<file path="src/rtl/reg_bus_pkg.sv">
// Shared definitions for the register-slice bus initiator.
//   REG_W     : data and register-number width
//   NUM_REGS  : slices exist for register numbers 1..NUM_REGS-1
//   ZERO_REG  : idle/no-op register number; matches no slice
//   state_e   : operand-fetch FSM states
//   is_slice(): true when a register number addresses a real slice
package reg_bus_pkg;

    localparam int unsigned REG_W    = 32;
    localparam int unsigned NUM_REGS = 32;
    localparam logic [REG_W-1:0] ZERO_REG = '0;

    typedef enum logic [1:0] {
        IDLE,
        READ,
        HOLD
    } state_e;

    function automatic logic is_slice(input logic [REG_W-1:0] r);
        return (r != ZERO_REG) && (r < NUM_REGS);
    endfunction

endpackage

</file>
<file path="src/rtl/reg_bus_operand_mux.sv">
// Combinational operand selection for one read port.
//   rs_i         : requested source register number
//   save_reg_i   : register number currently being saved on the bus
//   save_value_i : value currently being saved
//   addr_i       : read bus from the slice array (undriven when nothing matches)
//   operand_o    : selected operand value
module reg_bus_operand_mux
    import reg_bus_pkg::*;
(
    input  logic [REG_W-1:0] rs_i,
    input  logic [REG_W-1:0] save_reg_i,
    input  logic [REG_W-1:0] save_value_i,
    input  logic [REG_W-1:0] addr_i,
    output logic [REG_W-1:0] operand_o
);

    always_comb begin
        if (!is_slice(rs_i)) begin
            // Zero or out-of-range: nothing drives the bus, so never look at it.
            operand_o = '0;
        end else if (save_reg_i == rs_i) begin
            // Slice only updates at the end of this cycle; forward the new value.
            operand_o = save_value_i;
        end else begin
            operand_o = addr_i;
        end
    end

endmodule

</file>
<file path="src/rtl/reg_file_access_ctrl.sv">
// Initiator side of the register-slice bus. Accepts operand-fetch requests
// (rs1/rs2) and writebacks (rd/value), drives the slice array address/save
// lines, and returns operands with write-bypass.
//   clk, rst                      : clock, synchronous active-high reset
//   req_valid/req_ready/req_rs*   : operand-fetch request channel
//   op_valid/op_ready/op_a/op_b   : operand response channel
//   wb_valid/wb_ready/wb_reg/wb_value : writeback channel (one per cycle)
//   Load_addr_1/Load_addr_2       : read-port register numbers to slices
//   Save_reg/Save_value           : save port to slices
//   Addr_1/Addr_2                 : shared read buses from slices
module reg_file_access_ctrl
    import reg_bus_pkg::*;
(
    input  logic        clk,
    input  logic        rst,
    input  logic        req_valid,
    output logic        req_ready,
    input  logic [31:0] req_rs1,
    input  logic [31:0] req_rs2,
    output logic        op_valid,
    input  logic        op_ready,
    output logic [31:0] op_a,
    output logic [31:0] op_b,
    input  logic        wb_valid,
    output logic        wb_ready,
    input  logic [31:0] wb_reg,
    input  logic [31:0] wb_value,
    output logic [31:0] Load_addr_1,
    output logic [31:0] Load_addr_2,
    output logic [31:0] Save_reg,
    output logic [31:0] Save_value,
    input  logic [31:0] Addr_1,
    input  logic [31:0] Addr_2
);

    state_e            state_q, state_d;
    logic [REG_W-1:0]  load_addr_1_q, load_addr_1_d;
    logic [REG_W-1:0]  load_addr_2_q, load_addr_2_d;
    logic [REG_W-1:0]  save_reg_q, save_reg_d;
    logic [REG_W-1:0]  save_value_q, save_value_d;
    logic [REG_W-1:0]  op_a_q, op_a_d;
    logic [REG_W-1:0]  op_b_q, op_b_d;
    logic [REG_W-1:0]  mux_a, mux_b;

    reg_bus_operand_mux u_mux_a (
        .rs_i         (load_addr_1_q),
        .save_reg_i   (save_reg_q),
        .save_value_i (save_value_q),
        .addr_i       (Addr_1),
        .operand_o    (mux_a)
    );

    reg_bus_operand_mux u_mux_b (
        .rs_i         (load_addr_2_q),
        .save_reg_i   (save_reg_q),
        .save_value_i (save_value_q),
        .addr_i       (Addr_2),
        .operand_o    (mux_b)
    );

    assign req_ready   = (state_q == IDLE);
    assign op_valid    = (state_q == HOLD);
    // Low only while reset is being applied.
    assign wb_ready    = ~rst;
    assign op_a        = op_a_q;
    assign op_b        = op_b_q;
    assign Load_addr_1 = load_addr_1_q;
    assign Load_addr_2 = load_addr_2_q;
    assign Save_reg    = save_reg_q;
    assign Save_value  = save_value_q;

    always_comb begin
        state_d       = state_q;
        load_addr_1_d = load_addr_1_q;
        load_addr_2_d = load_addr_2_q;
        op_a_d        = op_a_q;
        op_b_d        = op_b_q;

        unique case (state_q)
            IDLE: begin
                if (req_valid) begin
                    load_addr_1_d = req_rs1;
                    load_addr_2_d = req_rs2;
                    state_d       = READ;
                end
            end
            READ: begin
                // Snapshot here; later writebacks do not touch held operands.
                op_a_d  = mux_a;
                op_b_d  = mux_b;
                state_d = HOLD;
            end
            HOLD: begin
                if (op_ready) begin
                    load_addr_1_d = ZERO_REG;
                    load_addr_2_d = ZERO_REG;
                    state_d       = IDLE;
                end
            end
            default: state_d = IDLE;
        endcase

        // Save lines carry a write for exactly one cycle, then fall back to idle.
        save_reg_d   = ZERO_REG;
        save_value_d = '0;
        if (wb_valid && wb_ready && is_slice(wb_reg)) begin
            save_reg_d   = wb_reg;
            save_value_d = wb_value;
        end
    end

    always_ff @(posedge clk) begin
        if (rst) begin
            state_q       <= IDLE;
            load_addr_1_q <= ZERO_REG;
            load_addr_2_q <= ZERO_REG;
            save_reg_q    <= ZERO_REG;
            save_value_q  <= '0;
            op_a_q        <= '0;
            op_b_q        <= '0;
        end else begin
            state_q       <= state_d;
            load_addr_1_q <= load_addr_1_d;
            load_addr_2_q <= load_addr_2_d;
            save_reg_q    <= save_reg_d;
            save_value_q  <= save_value_d;
            op_a_q        <= op_a_d;
            op_b_q        <= op_b_d;
        end
    end

endmodule

</file>
<file path="config.mk">
export PLATFORM = sky130hd
export DESIGN_NAME = reg_file_access_ctrl
export DESIGN_NICKNAME = d
export VERILOG_FILES = /design/src/rtl/reg_bus_pkg.sv /design/src/rtl/reg_bus_operand_mux.sv /design/src/rtl/reg_file_access_ctrl.sv
export SDC_FILE = /design/constraint.sdc
export NUM_CORES = 1
export LEC_CHECK = 0
export CORE_AREA = 2 2 154 156
export DETAILED_ROUTE_END_ITERATION = 16
export DIE_AREA = 0 0 156 158
export GPL_ROUTABILITY_DRIVEN = 0
export GPL_TIMING_DRIVEN = 0
export PLACE_DENSITY = 0.69
export SLEW_MARGIN = 5
export SYNTH_ARGS = -nofsm -noshare
export SYNTH_HDL_FRONTEND = slang
export SYNTH_SLANG_ARGS = --single-unit
</file>
<file path="constraint.sdc">
create_clock -name clk -period 5 [get_ports clk]
set_input_delay 0.5 -clock clk [delete_from_list [all_inputs] [get_ports clk]]
set_output_delay 0.5 -clock clk [all_outputs]
set_load 0.03 [all_outputs]
</file>
# After elaboration in Yosys (flattened, before gate mapping)
# Cells that the tools add are included.
# Widths: inputs -> output; s select.
[classes]
n_lt_le_gt_ge = 3
n_eq_ne = 6
mux = 12
bitwise_logic = 2
n_reduce_logical = 13
[op_table]
columns = ["op", "count"]
rows = [
  ["$mux 32", 7],
  ["$pmux 32 s2", 2],
  ["$lt 32x6->1 const B", 3],
  ["$reduce_bool 32->1", 3],
  ["$eq 32x32->1", 2],
  ["$pmux 2 s3", 1],
  ["$logic_and 1x1->1", 5],
  ["$mux 2", 2],
  ["$reduce_and 3->1", 1],
  ["$eq 2x1->1 const B", 1],
  ["$eq 2x2->1 const B", 1],
  ["$logic_not 2->1", 1],
  ["$ne 2x1->1 const B", 1],
  ["$ne 2x2->1 const B", 1],
  ["$not 1->1", 2],
  ["$reduce_and 2->1", 1],
  ["$reduce_bool 2->1", 1],
  ["$reduce_or 2->1", 1],
]
[totals]
register_bits = 194
in_bits = 197
output_inout_bits = 195
wordCells = 43

# Logic depth before layout (Yosys ltp)
# Gate-level depths: netlist of run 1.
[logic_depth]
word_depth = 5
mapped_depth = 7

# Modules after synthesis
# A second synthesis of run 1 with hierarchy kept.
[hier_totals]
hier_cells = 929
area_unflattened_um2 = 8346.8
[by_module_without_submodules]
columns = ["module", "instances", "cells_each", "area_each_um2", "seq_area_each_um2"]
rows = [
  ["reg_file_access_ctrl", 1, 591, 6257.3, 3883.7],
  ["reg_bus_operand_mux", 2, 169, 1044.8, 0.0],
]

# Worst setup path before layout of run 1
# No wires, ideal clock.
[synth_timing]
kind = "input port to flip-flop"
from = "input port rst"
to = "register op_a_q[10], in the netlist op_a[10]"
arrival_ps = 1804
required_ps = 4927
path_slack_ps = 3123
path_stages = 7
cell_sequence = "clkbuf_1 > nor4_1 > nand4_1 > nor3_4 > buf_1 > o211ai_1 > o211ai_2"
[synth_lines]
columns = ["item", "line_no", "source"]
rows = [
  ["start, declared", "reg_file_access_ctrl.sv:15", "input logic rst,"],
  ["end signal, assigned", "reg_file_access_ctrl.sv:127", "op_a_q <= op_a_d;"],
  ["end, declared", "reg_file_access_ctrl.sv:41", "logic [REG_W-1:0] op_a_q, op_a_d;"],
]

# Worst setup path after layout of run 1
[layout_timing]
from = "register load_addr_1_q[17], in the netlist Load_addr_1[17]"
to = "register op_a_q[4], in the netlist op_a[4]"
[layout_between]
elab_chain_len = 3
word_cells_on_any_way = 6
cone_classes = "order compare (1); eq/ne (1); mux (2); reduce/logical (2)"
[layout_lines]
columns = ["item", "line_no", "source"]
rows = [
  ["start, declared", "reg_file_access_ctrl.sv:37", "logic [REG_W-1:0] load_addr_1_q, load_addr_1_d;"],
  ["start signal, assigned", "reg_file_access_ctrl.sv:123", "load_addr_1_q <= load_addr_1_d;"],
  ["$lt 32x6->1 (tied with other cells)", "reg_bus_pkg.sv:20", "return (r != ZERO_REG) && (r < NUM_REGS);"],
  ["$logic_and 1x1->1 / $mux 32 (equally long branches)", "reg_bus_pkg.sv:20, reg_bus_operand_mux.sv:21", ""],
  ["$mux 32 (*)", "reg_bus_operand_mux.sv:18", "if (!is_slice(rs_i)) begin"],
]
# Mark *: on every way between the ends. The rest lies on a longest branch, timed or not.
# A chain may end at the register's enable or synchronous reset.

==> results of run 1 <==
per-layer routing:
layer	wire length, um	GRT usage	part of all wire
met5	0	0	0
met4	982	0.0900	0.032
met3	2440	0.0671	0.079
met2	15200	0.428	0.49
met1	12500	0.281	0.40
final timing paths:
check / from / to / slack (ps)
worst max-delay path: Load_addr_1[17] / op_a[4] / 2410
worst min-delay path: op_b[2] / op_b[2] / 460
worst max register to register: Load_addr_1[17] / op_a[4] / 2410
worst min register to register: op_b[2] / op_b[2] / 460
cells by family after synthesis:
group / share of synthesized area
compound gates: 0.237
xor+xnor: 0.0729
buf+inv: 0.0343
flops: 0.505
mux: 0.00130
other cells: 0.000487
simple gates: 0.149
synth_stat cells:
library cell    n
a21oi_1         1
a22o_1         64
and2_1         37
and3_1          1
buf_1           3
buf_2           4
buf_6           6
clkbuf_1       42
conb_1          1
dfxtp_1       194
inv_1           2
mux2i_1         1
nand2_1       128
nand4_1        10
nor2_1         10
nor2b_1         2
nor3_1          1
nor3_2          1
nor3_4          2
nor4_1         34
nor4b_1         2
o211ai_1       68
o211ai_2       60
or2_1           2
or4_1           3
xor2_1         64
worst max-delay path, stage by stage (launching register included):
cell      delay, ps
dfxtp_1         500
xor2_1          110
nor4_1          460
nand4_1         540
or2_1           380
buf_2           180
buf_6           170
o211ai_2        160
cell type report:
class	instances	area, sq um
timing repair buffer	390	3900
sequential	194	3880
inverter	2	7.51
multi-input combinational	518	3640
clock buffer	18	429
buffer	55	256
clock inverter	14	171
tap	290	363
fill	2085	10400
power groups by stage:
stage	clock [mW]	sequential, mW	combinational [mW]
6_report	1.40	1.67	0.526
2_1_floorplan	0	1.77	0.127
4_1_cts	1.43	1.67	0.528
3_3_place_gp	0	1.70	0.522
3_5_place_dp	0	1.70	0.524
5_1_grt	1.49	1.68	0.553
stage by stage:
step	instances	instance area, sq um	power [mW]	setup slack [ps]
detailed placement	1449	12100	2.23	2090
global route	1481	12700	3.72	2340
floorplan	769	7790	1.90	3120
finish	1481	12700	3.60	2410
global placement	1449	12100	2.23	2080
CTS	1481	12700	3.63	2440
==> flow_results.xml, run 1 <==
<?xml version="1.0" encoding="UTF-8"?>
<metrics>
  <group name="power">
    <metric name="p_switching" unit="mW">1.00</metric>
    <metric name="power.leakage" unit="nW">4.83</metric>
    <metric name="power.share.switching" unit="">0.279</metric>
    <metric name="power.ir.vdd_worst" unit="V">0.000204</metric>
    <metric name="power.internal" unit="mW">2.59</metric>
    <metric name="p_clk_frac" unit="">0.390</metric>
    <metric name="combPwrFrac" unit="">0.146</metric>
    <metric name="cellPowerDensity" unit="nW/um^2">284</metric>
    <metric name="power_frac_seq" unit="">0.464</metric>
  </group>
  <group name="cts">
    <metric name="cts_setup_buffers" unit="">0</metric>
    <metric name="cts.sink_count" unit="">194</metric>
    <metric name="ctsRootBufferMaster" unit="">clkbuf_16</metric>
    <metric name="number_of_hold_buffers_added_after_cts" unit="">0</metric>
    <metric name="path_clk_slew" unit="ps">80</metric>
    <metric name="ctsLongestPathBuffers" unit="">2</metric>
    <metric name="worst_skew_pair.late_latency" unit="ps">430</metric>
    <metric name="tritoncts.num_buffers" unit="">17</metric>
    <metric name="tritoncts" unit="">done</metric>
    <metric name="h_tree_level_count" unit="">4</metric>
    <metric name="cts.repair.resized" unit="">0</metric>
  </group>
  <group name="synth">
    <metric name="ys_warn_count" unit="">0</metric>
    <metric name="avgSynthCellArea" unit="sq um">10.4</metric>
    <metric name="synthTopCellsByArea" unit="">dfxtp_1 (50%), o211ai_2 (9.8%), a22o_1 (7.3%), xor2_1 (7.3%), o211ai_1 (6.6%)</metric>
    <metric name="yosys.area.top_type_share" unit="">0.505</metric>
    <metric name="seq_area_frac_synth" unit="">0.505</metric>
    <metric name="ys_seq_elements" unit="">194</metric>
    <metric name="synthesis.area" unit="sq um">7690</metric>
    <metric name="gate_count_after_technology_mapping" unit="">743</metric>
    <metric name="synth.lib_cells_used.distinct" unit="">26</metric>
    <metric name="synth_top_area_cell" unit="">dfxtp_1</metric>
  </group>
  <group name="floorplan">
    <metric name="start_util" unit="">0.334</metric>
    <metric name="placement_rows" unit="">56</metric>
    <metric name="core_region_area" unit="sq um">23100</metric>
    <metric name="floorplan.die.height" unit="um">158</metric>
    <metric name="floorplan.die.width" unit="um">156</metric>
    <metric name="design.die.area" unit="sq um">24600</metric>
    <metric name="io-pin-count" unit="">392</metric>
  </group>
  <group name="final_layout">
    <metric name="final_common_cell" unit="">clkdlybuf4s50_1</metric>
    <metric name="final_net_count" unit="">1375</metric>
    <metric name="final_cell_mix" unit="">clkdlybuf4s50_1 (390), dfxtp_1 (194), nand2_1 (128), o211ai_1 (68)</metric>
    <metric name="layout.core_utilization" unit="">0.549</metric>
    <metric name="post_route_cells_drive_above_1_share" unit="">0.0873</metric>
    <metric name="antenna-diode-count" unit="">0</metric>
    <metric name="syn2layout_area_growth" unit="%">64.5</metric>
  </group>
  <group name="sta">
    <metric name="max_slew.worst_pin.slew" unit="ps">963</metric>
    <metric name="hold_violations" unit="">0</metric>
    <metric name="sum_of_negative_setup_slack" unit="ps">0</metric>
    <metric name="timing.clock.skew" unit="ps">15.8</metric>
    <metric name="period_minus_slack" unit="ps">2590</metric>
    <metric name="min_period_over_period" unit="">0.517</metric>
    <metric name="relSlewSlack" unit="">0.356</metric>
    <metric name="finalSetupViolCount" unit="">0</metric>
    <metric name="final_max_slew_viol_count" unit="">0</metric>
    <metric name="grt_setup_unrepaired" unit="">no</metric>
    <metric name="max_clock_freq" unit="GHz">0.387</metric>
    <metric name="whs" unit="ps">464</metric>
  </group>
  <group name="place">
    <metric name="dpl.hpwl" unit="um">24700</metric>
    <metric name="numPortBuffers" unit="">390</metric>
  </group>
  <group name="route">
    <metric name="initialDrtViolationCount" unit="">329</metric>
    <metric name="number_of_optimization_iterations_in_the_first_detailed_route_pass" unit="">4</metric>
    <metric name="routed-via-count" unit="">7441</metric>
    <metric name="drtAntennaViolNets" unit="">0</metric>
    <metric name="drt-vias-per-instance" unit="">5.02</metric>
    <metric name="detail_route.drc_violations" unit="">0</metric>
    <metric name="wl_per_cell" unit="um">21.0</metric>
    <metric name="drt-total-wl" unit="um">31100</metric>
  </group>
  <group name="min_path">
    <metric name="min_delay_path_depth" unit="">2</metric>
    <metric name="worst_min_delay_path_category" unit="">reg2reg</metric>
  </group>
  <group name="critical_path">
    <metric name="timing.reg2reg.worst_path_depth" unit="">7</metric>
    <metric name="timing.critical_path.from_type" unit="">flop</metric>
    <metric name="critPathRequiredTime" unit="ps">5360</metric>
    <metric name="critical_path_peak_fanout" unit="">10</metric>
    <metric name="worstSetupPathType" unit="">reg2reg</metric>
    <metric name="worst_ep_arrival_time" unit="ps">2940</metric>
    <metric name="end_kind" unit="">flop</metric>
  </group>
  <group name="global_route">
    <metric name="grt_pass1_wl" unit="um">44700</metric>
    <metric name="grtUsageTotal" unit="">0.243</metric>
    <metric name="first_global_vias" unit="">7482</metric>
    <metric name="global_route.overflow_total" unit="">0</metric>
    <metric name="antenna_found_initial" unit="">0</metric>
    <metric name="largest_net_degree_at_the_start_of_global_routing" unit="">20</metric>
  </group>
  <group name="run">
    <metric name="cap_violations" unit="">0</metric>
  </group>
  <group name="status">
    <metric name="run_status" unit="">complete, no violations</metric>
  </group>
</metrics>
Note: power is estimated with default switching activity, not from simulation.
==> run 2: changes to the inputs <==
Settings changed: CORE_AREA 2 2 154 156 to 2 2 151 153, DIE_AREA 0 0 156 158 to 0 0 153 155, PLACE_DENSITY 0.69 to 0.72.
Clock period 5 ns to 2.55 ns, I/O delays scaled along.
==> flow_results.xml, run 2 (synthesized netlist as in run 1, its figures left out) <==
<?xml version="1.0" encoding="UTF-8"?>
<metrics>
  <group name="sta">
    <metric name="hold_violations" unit="">0</metric>
    <metric name="max_slew.worst_pin.slew" unit="ps">1010</metric>
    <metric name="period_minus_slack" unit="ps">2490</metric>
    <metric name="final_max_slew_viol_count" unit="">0</metric>
    <metric name="grt_setup_unrepaired" unit="">no</metric>
    <metric name="min_period_over_period" unit="">0.975</metric>
    <metric name="timing.clock.skew" unit="ps">24.0</metric>
    <metric name="max_clock_freq" unit="GHz">0.402</metric>
    <metric name="finalSetupViolCount" unit="">0</metric>
    <metric name="relSlewSlack" unit="">0.323</metric>
  </group>
  <group name="place">
    <metric name="numPortBuffers" unit="">390</metric>
    <metric name="dpl.hpwl" unit="um">24100</metric>
  </group>
  <group name="floorplan">
    <metric name="placement_rows" unit="">55</metric>
    <metric name="floorplan.die.height" unit="um">155</metric>
    <metric name="floorplan.die.width" unit="um">153</metric>
    <metric name="start_util" unit="">0.346</metric>
    <metric name="design.die.area" unit="sq um">23700</metric>
    <metric name="core_region_area" unit="sq um">22200</metric>
    <metric name="io-pin-count" unit="">392</metric>
  </group>
  <group name="route">
    <metric name="number_of_optimization_iterations_in_the_first_detailed_route_pass" unit="">5</metric>
    <metric name="drt-total-wl" unit="um">30500</metric>
    <metric name="drtAntennaViolNets" unit="">0</metric>
    <metric name="initialDrtViolationCount" unit="">370</metric>
    <metric name="wl_per_cell" unit="um">20.6</metric>
    <metric name="drt-vias-per-instance" unit="">5.08</metric>
    <metric name="routed-via-count" unit="">7522</metric>
    <metric name="detail_route.drc_violations" unit="">0</metric>
  </group>
  <group name="global_route">
    <metric name="grtUsageTotal" unit="">0.252</metric>
    <metric name="grt_pass1_wl" unit="um">45800</metric>
    <metric name="largest_net_degree_at_the_start_of_global_routing" unit="">22</metric>
    <metric name="antenna_found_initial" unit="">3</metric>
    <metric name="global_route.overflow_total" unit="">0</metric>
    <metric name="first_global_vias" unit="">7660</metric>
  </group>
  <group name="cts">
    <metric name="tritoncts.num_buffers" unit="">17</metric>
    <metric name="worst_skew_pair.late_latency" unit="ps">450</metric>
    <metric name="h_tree_level_count" unit="">4</metric>
    <metric name="path_clk_slew" unit="ps">80</metric>
    <metric name="ctsLongestPathBuffers" unit="">2</metric>
    <metric name="cts.sink_count" unit="">194</metric>
    <metric name="ctsRootBufferMaster" unit="">clkbuf_16</metric>
    <metric name="tritoncts" unit="">done</metric>
  </group>
  <group name="critical_path">
    <metric name="timing.critical_path.from_type" unit="">flop</metric>
    <metric name="critPathRequiredTime" unit="ps">2910</metric>
    <metric name="worstSetupPathType" unit="">reg2reg</metric>
    <metric name="critical_path_peak_fanout" unit="">10</metric>
    <metric name="end_kind" unit="">flop</metric>
    <metric name="worst_ep_arrival_time" unit="ps">2850</metric>
  </group>
  <group name="final_layout">
    <metric name="syn2layout_area_growth" unit="%">65.3</metric>
    <metric name="final_common_cell" unit="">clkdlybuf4s50_1</metric>
    <metric name="final_net_count" unit="">1378</metric>
    <metric name="post_route_cells_drive_above_1_share" unit="">0.0913</metric>
    <metric name="final_cell_mix" unit="">clkdlybuf4s50_1 (390), dfxtp_1 (194), nand2_1 (128), o211ai_1 (68)</metric>
    <metric name="layout.core_utilization" unit="">0.572</metric>
  </group>
  <group name="run">
    <metric name="cap_violations" unit="">0</metric>
  </group>
  <group name="status">
    <metric name="run_status" unit="">complete, no violations</metric>
  </group>
  <group name="power">
    <metric name="total_power" unit="mW">7.04</metric>
    <metric name="cellPowerDensity" unit="nW/um^2">554</metric>
    <metric name="power.leakage" unit="nW">4.85</metric>
    <metric name="power.ir.vdd_worst" unit="V">0.000323</metric>
  </group>
  <group name="min_path">
    <metric name="worst_min_delay_path_category" unit="">in2reg</metric>
  </group>
</metrics>
[run 2: worst paths after layout]
check                 start         end  slack, ps  cells after the start
max          Load_addr_1[2]    op_a[13]         60                      7
min                     rst  state_q[1]        280                      2
max reg2reg  Load_addr_1[2]    op_a[13]         60                      7
min reg2reg        op_b[17]    op_b[17]        470                      2
[run 2: stage by stage]
step / std cells / setup TNS, ps / setup slack [ps] / hold slack, ps / cell area, sq um
after floorplan: 769 / 0 / 681 / 377 / 7790
after global placement: 1444 / -1240 / -120 / 443 / 12100
after detailed placement: 1444 / -2310 / -147 / 445 / 12100
after CTS: 1476 / 0 / 33.9 / 264 / 12700
after global routing: 1480 / 0 / 0.932 / 276 / 12700
final: 1481 / 0 / 64.5 / 278 / 12700
[run 2: power breakdown]
group	internal [mW]	total (mW)	switching [mW]	leakage [nW]
clock network	1.34	2.73	1.40	0.291
registers	3.12	3.27	0.149	1.58
logic	0.551	1.03	0.479	2.98
total	5.01	7.04	2.03	4.85
[run 2: critical path: stages (launching register included)]
cell and delay, ps:
dfxtp_1 350, xor2_1 210, nor4_1 370, nand4_1 550, or2_1 400, buf_2 180, buf_6 170, o211ai_2 170
[run 2: layout make-up]
cell class | count | area [sq um]
sequential | 194 | 3880
tap | 285 | 357
multi-input combinational | 518 | 3650
fill | 1994 | 9520
antenna | 2 | 5.00
clock buffer | 17 | 425
inverter | 2 | 7.51
buffer | 55 | 256
clock inverter | 15 | 178
timing repair buffer | 393 | 3950
[run 2: metal layers]
metal  vias to the layer above  share of wire  global-route usage
met5                         -        0.00033                   0
met4                         2          0.038               0.120
met3                        60          0.066              0.0627
met2                       324           0.48               0.427
met1                      3577           0.41               0.302
li1                       3559              -                   -
[run 2: what timing repair did]
action / in CTS / in global routing
endpoints found under the setup margin: 1 / 53
gates resized for setup: 0 / 1
setup buffers: 0 / 3
pin swaps: 1 / 3
hold buffers: 0 / 0
==> run 3: changes to the inputs <==
Settings changed: ABC_AREA set to 1, ABC_CLOCK_PERIOD_IN_PS set to 2550, CORE_AREA 2 2 151 153 to 2 2 153 155, DIE_AREA 0 0 153 155 to 0 0 155 157, PLACE_DENSITY 0.72 to 0.73.
==> flow_results.xml, run 3 <==
<?xml version="1.0" encoding="UTF-8"?>
<metrics>
  <group name="sta">
    <metric name="timing.clock.skew" unit="ps">16.6</metric>
    <metric name="setup_ws" unit="ps">431</metric>
    <metric name="relSlewSlack" unit="">0.544</metric>
    <metric name="max_slew.worst_pin.slew" unit="ps">684</metric>
    <metric name="sum_of_negative_setup_slack" unit="ps">0</metric>
    <metric name="period_minus_slack" unit="ps">2120</metric>
    <metric name="final_max_slew_viol_count" unit="">0</metric>
    <metric name="min_period_over_period" unit="">0.831</metric>
    <metric name="grt_setup_unrepaired" unit="">no</metric>
    <metric name="hold_violations" unit="">0</metric>
    <metric name="finalSetupViolCount" unit="">0</metric>
    <metric name="max_clock_freq" unit="GHz">0.472</metric>
  </group>
  <group name="floorplan">
    <metric name="io-pin-count" unit="">392</metric>
    <metric name="floorplan.die.width" unit="um">155</metric>
    <metric name="floorplan.die.height" unit="um">157</metric>
    <metric name="start_util" unit="">0.373</metric>
    <metric name="placement_rows" unit="">55</metric>
    <metric name="design.die.area" unit="sq um">24300</metric>
    <metric name="core_region_area" unit="sq um">22500</metric>
  </group>
  <group name="synth">
    <metric name="seq_area_frac_synth" unit="">0.463</metric>
    <metric name="yosys.cell_count.top_type" unit="">nand2_1</metric>
    <metric name="gate_count_after_technology_mapping" unit="">1174</metric>
    <metric name="synth_top_family_by_area" unit="">simple AND/OR/NAND/NOR gates</metric>
    <metric name="synth_top_area_cell" unit="">dfxtp_1</metric>
    <metric name="synthSimpleGateAreaFrac" unit="">0.283</metric>
    <metric name="xor_xnor_cell_area_share_of_the_yosys_netlist" unit="">0.0439</metric>
    <metric name="synthArstFlopShare" unit="">0</metric>
    <metric name="synth_cell_count_leaders" unit="">nand2_1 (328), dfxtp_1 (194), inv_1 (183)</metric>
    <metric name="avgSynthCellArea" unit="sq um">7.14</metric>
    <metric name="yosys.area.top_type_share" unit="">0.463</metric>
    <metric name="synth_flop_cell" unit="">dfxtp_1</metric>
    <metric name="synth_fa_ha_area_frac" unit="">0</metric>
    <metric name="ys_seq_elements" unit="">194</metric>
    <metric name="synth-edff-count" unit="">0</metric>
    <metric name="synthTopCellsByArea" unit="">dfxtp_1 (46%), nand2_1 (15%), inv_1 (8.2%), nand3_1 (7.9%), xnor2_1 (4.4%)</metric>
    <metric name="synth.mux.area_fraction" unit="">0</metric>
    <metric name="synthesis.area" unit="sq um">8390</metric>
    <metric name="ys_warn_count" unit="">0</metric>
    <metric name="synth_compound_gate_area_share" unit="">0.0889</metric>
    <metric name="synth.lib_cells_used.distinct" unit="">24</metric>
  </group>
  <group name="cts">
    <metric name="worst_skew_pair.late_latency" unit="ps">440</metric>
    <metric name="tritoncts.num_buffers" unit="">17</metric>
    <metric name="ctsLongestPathBuffers" unit="">2</metric>
    <metric name="cts_setup_buffers" unit="">0</metric>
    <metric name="h_tree_level_count" unit="">4</metric>
    <metric name="number_of_hold_buffers_added_after_cts" unit="">0</metric>
    <metric name="cts.sink_count" unit="">194</metric>
    <metric name="tritoncts" unit="">done</metric>
    <metric name="ctsRootBufferMaster" unit="">clkbuf_16</metric>
    <metric name="cts.repair.resized" unit="">0</metric>
    <metric name="path_clk_slew" unit="ps">80</metric>
  </group>
  <group name="final_layout">
    <metric name="post_route_cells_drive_above_1_share" unit="">0.0469</metric>
    <metric name="finalNonFillerCells" unit="">1908</metric>
    <metric name="multi_input_gate_area_in_the_final_layout" unit="sq um">3590</metric>
    <metric name="layout.core_utilization" unit="">0.593</metric>
    <metric name="final_common_cell" unit="">clkdlybuf4s50_1</metric>
    <metric name="nFillCells" unit="">2104</metric>
    <metric name="register_area" unit="sq um">3880</metric>
    <metric name="final_net_count" unit="">1806</metric>
    <metric name="syn2layout_area_growth" unit="%">59.2</metric>
    <metric name="final_cell_mix" unit="">clkdlybuf4s50_1 (390), nand2_1 (328), dfxtp_1 (194), inv_1 (183), nand3_1 (133)</metric>
  </group>
  <group name="critical_path">
    <metric name="r2r-start" unit="">Load_addr_1[10]</metric>
    <metric name="worst_r2r_endpoint" unit="">op_a[12]</metric>
    <metric name="timing.reg2reg.worst_path_depth" unit="">6</metric>
    <metric name="timing.critical_path.from_type" unit="">flop</metric>
    <metric name="end_kind" unit="">flop</metric>
    <metric name="critPathRequiredTime" unit="ps">2900</metric>
    <metric name="critical_path_peak_fanout" unit="">10</metric>
    <metric name="worst_ep_arrival_time" unit="ps">2470</metric>
    <metric name="worst-r2r-setup-slack" unit="ps">430</metric>
    <metric name="worstSetupPathType" unit="">reg2reg</metric>
  </group>
  <group name="power">
    <metric name="total_power" unit="mW">7.28</metric>
    <metric name="power_frac_seq" unit="">0.447</metric>
    <metric name="power.internal" unit="mW">5.14</metric>
    <metric name="power.share.switching" unit="">0.294</metric>
    <metric name="combPwrFrac" unit="">0.171</metric>
    <metric name="p_switching" unit="mW">2.14</metric>
    <metric name="power.ir.vdd_worst" unit="V">0.000432</metric>
    <metric name="cellPowerDensity" unit="nW/um^2">545</metric>
    <metric name="p_clk_frac" unit="">0.383</metric>
    <metric name="power.leakage" unit="nW">5.42</metric>
  </group>
  <group name="route">
    <metric name="number_of_optimization_iterations_in_the_first_detailed_route_pass" unit="">5</metric>
    <metric name="drt-total-wl" unit="um">33700</metric>
    <metric name="wl_per_cell" unit="um">17.7</metric>
    <metric name="drt-vias-per-instance" unit="">4.86</metric>
    <metric name="detail_route.drc_violations" unit="">0</metric>
    <metric name="routed-via-count" unit="">9266</metric>
    <metric name="drtAntennaViolNets" unit="">0</metric>
    <metric name="initialDrtViolationCount" unit="">658</metric>
  </group>
  <group name="status">
    <metric name="run_status" unit="">complete, no violations</metric>
  </group>
  <group name="global_route">
    <metric name="largest_net_degree_at_the_start_of_global_routing" unit="">21</metric>
    <metric name="antenna_found_initial" unit="">1</metric>
    <metric name="grt_pass1_wl" unit="um">49400</metric>
    <metric name="global_route.overflow_total" unit="">0</metric>
    <metric name="grtUsageTotal" unit="">0.266</metric>
    <metric name="first_global_vias" unit="">8815</metric>
  </group>
  <group name="place">
    <metric name="dpl_worst_slack" unit="ps">414</metric>
    <metric name="numPortBuffers" unit="">390</metric>
    <metric name="dpl.hpwl" unit="um">26600</metric>
    <metric name="post-place-cells" unit="">1875</metric>
  </group>
  <group name="min_path">
    <metric name="min_delay_worst_endpoint" unit="">Load_addr_2[11]</metric>
    <metric name="worst_min_delay_path_category" unit="">in2reg</metric>
    <metric name="min_delay_path_depth" unit="">4</metric>
    <metric name="holdCritStartpoint" unit="">rst</metric>
  </group>
  <group name="run">
    <metric name="cap_violations" unit="">0</metric>
  </group>
</metrics>
run 3: per-layer routing:
| metal | part of all wire | track usage | up-vias |
|---|---|---|---|
| met2 | 0.48 | 0.454 | 465 |
| li1 | - | - | 4507 |
| met1 | 0.40 | 0.328 | 4230 |
| met5 | 0 | 0 | - |
| met4 | 0.036 | 0.113 | 0 |
| met3 | 0.079 | 0.0551 | 64 |
run 3: logic make-up after synthesis:
logic type,after synthesis
and+or+nand+nor,559
DFF,194
buffers and inverters,249
xor gates and xnor gates,42
AOI/OAI and AO/OA,129
other,1
run 3: stage by stage:
stage | instance area, sq um | hold WS (ps)
floorplan | 8480 | 367
global placement | 12700 | 452
global route | 13400 | 333
finish | 13400 | 310
CTS | 13400 | 316
detailed placement | 12700 | 454
run 3: worst max path at each step:
stage / startpoint / slack (ps) / cells past startpoint / endpoint
floorplan: state_q[0] / 870 / 7 / Load_addr_2[13]
global placement: wb_reg[5] / 380 / 8 / Save_reg[1]
detailed placement: wb_reg[5] / 410 / 8 / Save_reg[1]
CTS: Load_addr_1[10] / 470 / 6 / op_a[12]
global route: Load_addr_1[10] / 370 / 6 / op_a[12]
finish: Load_addr_1[10] / 430 / 6 / op_a[12]
run 3: cell type report:
| cell class | count | area share |
|---|---|---|
| repair buffers | 390 | 0.292 |
| flip-flops and latches | 194 | 0.291 |
| multi-input cells | 757 | 0.269 |
| inverters | 187 | 0.0526 |
| clock buffers | 17 | 0.0319 |
| well taps | 285 | 0.0267 |
| plain buffers | 62 | 0.0232 |
| clock inverters | 15 | 0.0136 |
| diodes | 1 | 0.000187 |
run 3: worst max-delay path: stages (launching register included):
cell	delay, ps
dfxtp_1	360
nor4_1	450
nand4_1	180
nor2_2	380
buf_2	330
nand3_1	160
a21oi_1	180
run 3: power by group through the flow:
stage | registers, mW | clock network (mW) | logic (mW)
3_5_place_dp | 3.32 | 0 | 1.23
5_1_grt | 3.26 | 2.93 | 1.33
2_1_floorplan | 3.47 | 0 | 0.387
6_report | 3.25 | 2.79 | 1.24
4_1_cts | 3.25 | 2.82 | 1.24
3_3_place_gp | 3.32 | 0 | 1.22
